`src/rtl/stack_ctrl.sv`:
```
// stack_ctrl: sequences PUSH/POP/ALU/SWAP commands onto an external
// stack through load/push/pop strobes and tracks its occupancy.
module stack_ctrl #(
  parameter int DEPTH = 8
) (
  input  logic                    clk,
  input  logic                    reset,
  input  logic                    cmd_valid,
  output logic                    cmd_ready,
  input  logic [2:0]              cmd_op,
  input  logic [15:0]             cmd_data,
  output logic                    load,
  output logic                    push,
  output logic                    pop,
  output logic [15:0]             d,
  input  logic [15:0]             qtop,
  input  logic [15:0]             qnext,
  output logic                    done,
  output logic                    err,
  output logic [15:0]             res,
  output logic [$clog2(DEPTH):0]  depth
);

  localparam int DW = $clog2(DEPTH) + 1;

  localparam logic [2:0] OP_PUSH = 3'd0;
  localparam logic [2:0] OP_POP  = 3'd1;
  localparam logic [2:0] OP_ADD  = 3'd2;
  localparam logic [2:0] OP_SUB  = 3'd3;
  localparam logic [2:0] OP_AND  = 3'd4;
  localparam logic [2:0] OP_OR   = 3'd5;
  localparam logic [2:0] OP_XOR  = 3'd6;
  localparam logic [2:0] OP_SWAP = 3'd7;

  typedef enum logic [2:0] {
    S_IDLE,
    S_POP1,
    S_POP2,
    S_PUSH1,
    S_PUSH2,
    S_FIN
  } state_t;

  state_t          state_q;
  logic [2:0]      op_q;
  logic [15:0]     imm_q;
  logic [15:0]     a_q;
  logic [15:0]     b_q;
  logic            load_q;
  logic            push_q;
  logic            pop_q;
  logic [15:0]     d_q;
  logic            done_q;
  logic            err_q;
  logic [15:0]     res_q;
  logic [DW-1:0]   depth_q;
  logic [15:0]     alu_d;
  logic            bad_d;

  assign cmd_ready = (state_q == S_IDLE) && !reset;
  assign load      = load_q;
  assign push      = push_q;
  assign pop       = pop_q;
  assign d         = d_q;
  assign done      = done_q;
  assign err       = err_q;
  assign res       = res_q;
  assign depth     = depth_q;

  // ALU result from the operands latched at acceptance
  always_comb begin
    alu_d = a_q + b_q;
    case (op_q)
      OP_SUB:  alu_d = a_q - b_q;
      OP_AND:  alu_d = a_q & b_q;
      OP_OR:   alu_d = a_q | b_q;
      OP_XOR:  alu_d = a_q ^ b_q;
      default: alu_d = a_q + b_q;
    endcase
  end

  // Under/overflow check on the offered command against current occupancy
  always_comb begin
    bad_d = 1'b0;
    if (cmd_op == OP_PUSH)
      bad_d = (depth_q == DW'(DEPTH));
    else if (cmd_op == OP_POP)
      bad_d = (depth_q == '0);
    else
      bad_d = (depth_q < DW'(2));
  end

  // Command sequencer with registered strobes and completion outputs
  always_ff @(posedge clk) begin
    if (reset) begin
      state_q <= S_IDLE;
      op_q    <= '0;
      imm_q   <= '0;
      a_q     <= '0;
      b_q     <= '0;
      load_q  <= 1'b0;
      push_q  <= 1'b0;
      pop_q   <= 1'b0;
      d_q     <= '0;
      done_q  <= 1'b0;
      err_q   <= 1'b0;
      res_q   <= '0;
      depth_q <= '0;
    end else begin
      load_q <= 1'b0;
      push_q <= 1'b0;
      pop_q  <= 1'b0;
      done_q <= 1'b0;
      err_q  <= 1'b0;
      case (state_q)
        S_IDLE: begin
          if (cmd_valid) begin
            op_q  <= cmd_op;
            imm_q <= cmd_data;
            a_q   <= qnext;
            b_q   <= qtop;
            if (bad_d) begin
              state_q <= S_FIN;
              done_q  <= 1'b1;
              err_q   <= 1'b1;
              res_q   <= '0;
            end else if (cmd_op == OP_PUSH) begin
              state_q <= S_PUSH1;
              load_q  <= 1'b1;
              push_q  <= 1'b1;
              d_q     <= cmd_data;
            end else begin
              state_q <= S_POP1;
              pop_q   <= 1'b1;
            end
          end
        end
        S_POP1: begin
          if (op_q == OP_POP) begin
            state_q <= S_FIN;
            done_q  <= 1'b1;
            res_q   <= b_q;
            depth_q <= depth_q - DW'(1);
          end else begin
            state_q <= S_POP2;
            pop_q   <= 1'b1;
          end
        end
        S_POP2: begin
          state_q <= S_PUSH1;
          load_q  <= 1'b1;
          push_q  <= 1'b1;
          d_q     <= (op_q == OP_SWAP) ? b_q : alu_d;
        end
        S_PUSH1: begin
          if (op_q == OP_SWAP) begin
            state_q <= S_PUSH2;
            load_q  <= 1'b1;
            push_q  <= 1'b1;
            d_q     <= a_q;
          end else if (op_q == OP_PUSH) begin
            state_q <= S_FIN;
            done_q  <= 1'b1;
            res_q   <= imm_q;
            depth_q <= depth_q + DW'(1);
          end else begin
            state_q <= S_FIN;
            done_q  <= 1'b1;
            res_q   <= alu_d;
            depth_q <= depth_q - DW'(1);
          end
        end
        S_PUSH2: begin
          state_q <= S_FIN;
          done_q  <= 1'b1;
          res_q   <= a_q;
        end
        S_FIN: begin
          state_q <= S_IDLE;
        end
        default: begin
          state_q <= S_IDLE;
        end
      endcase
    end
  end

endmodule

```
`config.mk`:
```
export PLATFORM = sky130hd
export DESIGN_NAME = stack_ctrl
export DESIGN_NICKNAME = d
export VERILOG_FILES = /design/src/rtl/stack_ctrl.sv
export SDC_FILE = /design/constraint.sdc
export NUM_CORES = 1
export LEC_CHECK = 0
export CAP_MARGIN = 40
export CORE_MARGIN = 2
export CORE_UTILIZATION = 60
export DETAILED_ROUTE_END_ITERATION = 10
export PLACE_DENSITY = 0.95
export SLEW_MARGIN = 20
export SYNTH_ARGS = -nofsm -noshare
export SYNTH_HDL_FRONTEND = slang
export SYNTH_SLANG_ARGS = --single-unit
```
`constraint.sdc`:
```
create_clock -name clk -period 5.4 [get_ports clk]
set_clock_uncertainty 0.2 [all_clocks]
set_input_delay 1.08 -clock clk [delete_from_list [all_inputs] [get_ports clk]]
set_output_delay 1.08 -clock clk [all_outputs]
set_load 0.01 [all_outputs]
```
==> flow_metrics.tcl <==
set metrics [dict create \
    clock_path_buffers 2 \
    synth_flop_cell "dfxtp_1" \
    finalCritPeriodShare_pct 72.3 \
    tightestPinTransition_ns 0.857 \
    vias 6840 \
    insertion_delay_ns 0.37 \
    grt_setup_unrepaired "no" \
    rr_endpoint "d[13]" \
    hpwl_um 15400 \
    grt_pass1_vias 6205 \
    die_y_um 108 \
    synth-edff-count 0 \
    grt_use_met1_pct 52.9 \
    syn-num-nets 933 \
    route.antenna.remaining_nets 0 \
    p_sw_share_pct 49.2 \
    grt_use_met3_pct 8.44 \
    grt_max_degree 74 \
    max_slew_margin_pct 42.5 \
    rows 38 \
    hold_path_end "imm_q[12]" \
    vdd_drop_max_mv 0.269 \
    worstPathRequired_ns 5.50 \
    finalSetupViolations 0 \
    outcome "complete, no violations" \
    synth_cells 828 \
    power.share.sequential_pct 25.8 \
    internal-power_mw 2.26 \
    port_buffers 95 \
    critical_path_class "flop to flop" \
    post-cts-setup-buffers 0 \
    tns_ns 0 \
    synthArstFlopShare_pct 0 \
    drive_above_1_share_pct 6.08 \
    power_switching_mw 2.19 \
    cts_tree "built" \
    start_util_pct 60.8 \
    overflow 0 \
    syn_area_sq_mm 0.00650 \
    leakagePower_nw 2.81 \
    viasPerCell 6.65 \
    place_congestion 1.02 \
    holdWs_ns 0.261 \
    min_path_type "flop to flop" \
    slew_viol_final 0 \
    yosysSeqAreaShare_pct 28.9 \
    antenna_cells 0 \
    cts_buffers 9 \
    power_density_mw_per_mm2 583 \
    dp_slack_ns 1.60 \
    dr.pass1.iters 8 \
    post_cts_resized 0 \
    wl_per_cell_um 20.6 \
    rr_worst_depth 12 \
    worstPathArrival_ns 4.01 \
    fmax_mhz 256 \
    wirelength_um 21200 \
    synth_warnings 0 \
    setup_ws_ns 1.49 \
    hold_buffers 0 \
    core-area_sq_mm 0.0107 \
    top_usage_layer "met2" \
    crit_path_start_kind "flop" \
    grt_pass1_wl_um 33300 \
    die_area_sq_mm 0.0117 \
    syn_avg_cell_area_sq_um 7.85 \
    synth_cell_types 79 \
    hold_path_startpoint "imm_q[12]" \
    cts_num_sinks 94 \
    areaGrowthSynthToFinish_pct 17.3 \
    htree_num_levels 3 \
    total_power_mw 4.45 \
    final_core_util_pct 71.3 \
    cts_root_buf "clkbuf_8" \
    cp_max_fo 11 \
    drc 0 \
    clk_pin_slew_ns 0.10 \
    clkPwrFrac_pct 10.8 \
    antenna_found_initial 0 \
    io_pins 96 \
    whs_path_depth 2 \
    die_w_um 108 \
    grt_util_all_layers_pct 36.8 \
    drt_iter0_drc 1324 \
    endpoint_kind "flop" \
    grtUsageMet2_pct 53.8 \
    period_minus_slack_ns 3.91 \
    power_frac_comb_pct 63.5 \
    max-cap-violations 0 \
    finalNetCount 988 \
    rrSetupSlack_ns 1.49 \
    ys_ff_latch 94 \
    hold_viol 0 \
    rr_startpoint "op_q[2]" \
]
==> worst max path at each step <==
stage / start / endpoint / slack [ns] / depth (start not counted)
final: op_q[2] / d[13] / 1.49 / 12
after global routing: op_q[2] / d[13] / 1.23 / 12
after CTS: op_q[2] / d[13] / 1.56 / 12
after detailed placement: op_q[2] / d[13] / 1.60 / 12
after global placement: op_q[2] / d[13] / 1.62 / 12
after floorplan: op_q[2] / d[13] / 1.99 / 15
==> placed cells by master, fill, tap and decap left out, types with 20 or more instances in the layout <==
cell type        instances
clkdlybuf4s50_1         94
nor2_1                  55
a222oi_1                23
xnor2_1                 20
a21oi_1                 90
dfxtp_1                 94
ha_1                    50
nor3_1                  21
o21ai_0                 25
inv_1                   40
nand2_1                133
==> flip-flops by register name, summed over array words and instances, names as in the netlist <==
name     cells
a_q         16
b_q         16
d           16
depth        4
done         1
err          1
imm_q       16
op_q         3
pop          1
push         1
res         16
state_q      3
==> kinds of logic (layout without fill, tap and decap cells) <==
kind of cell	count (synthesis)	in the layout	synth area share, %
xor gates and xnor gates	24	24	3.23
adders and majority gates	51	51	9.93
buffers and inverters	105	165	6.98
muxes	19	19	2.96
and+or+nand+nor	275	275	19.7
DFF	94	94	28.9
AOI/OAI and AO/OA	260	260	28.2
==> final cells by class <==
cell class                      count  area [sq um]
Tap cell                          140           175
Multi-Input combinational cell    629          4170
Sequential cell                    94          1880
Timing Repair Buffer              107          1040
Fill cell                         836          3070
Clock inverter                      3          25.0
Clock buffer                       13           179
Inverter                           42           158
==> metal layers <==
layer | vias up | wire length (um) | share of wire, %
li1 | 3125 | - | -
met1 | 3149 | 8590 | 40
met2 | 502 | 9160 | 43
met3 | 64 | 2770 | 13
met4 | 0 | 690 | 3.3
met5 | - | 0 | 0
==> stage by stage <==
stage	cells	instance area (sq um)
2_1_floorplan	828	6500
4_1_cts	1027	7620
3_3_place_gp	1011	7410
5_1_grt	1028	7630
6_report	1028	7630
3_5_place_dp	1011	7410
==> synthesized netlist by cell type (9+ instances only) <==
cell / count / share of area, %
ha_1: 50 / 9.6
buf_2: 16 / 1.2
a22oi_1: 11 / 1.3
nor2_1: 55 / 3.2
nor3_1: 21 / 1.6
o21ai_0: 25 / 1.9
dfxtp_1: 94 / 29
xnor2_1: 20 / 2.7
nand3_1: 9 / 0.69
a211oi_1: 16 / 1.8
clkbuf_1: 33 / 1.9
inv_1: 40 / 2.3
a21oi_1: 90 / 6.9
a222oi_1: 23 / 3.5
o22ai_1: 10 / 0.96
nand2_1: 133 / 7.7
mux2i_1: 17 / 2.6
==> power groups by stage <==
stage / clock network [mW] / registers, mW / logic (mW)
6_report: 0.479 / 1.15 / 2.82
5_1_grt: 0.499 / 1.16 / 3.06
4_1_cts: 0.473 / 1.13 / 2.74
3_5_place_dp: 0 / 1.14 / 2.71
3_3_place_gp: 0 / 1.14 / 2.66
2_1_floorplan: 0 / 1.07 / 1.98
==> worst max-delay path: stages, from the launching register on <==
cell      delay [ns]
dfxtp_1         0.32
inv_1           0.36
nand3_1         0.43
o21ai_0         0.44
inv_1           0.09
ha_1            0.27
nor2b_1         0.14
o31a_2          0.36
o31ai_4         0.33
a31oi_4         0.18
xnor2_1         0.18
or3_1           0.31
a211oi_1        0.22
(Power assumes the default switching activity.)
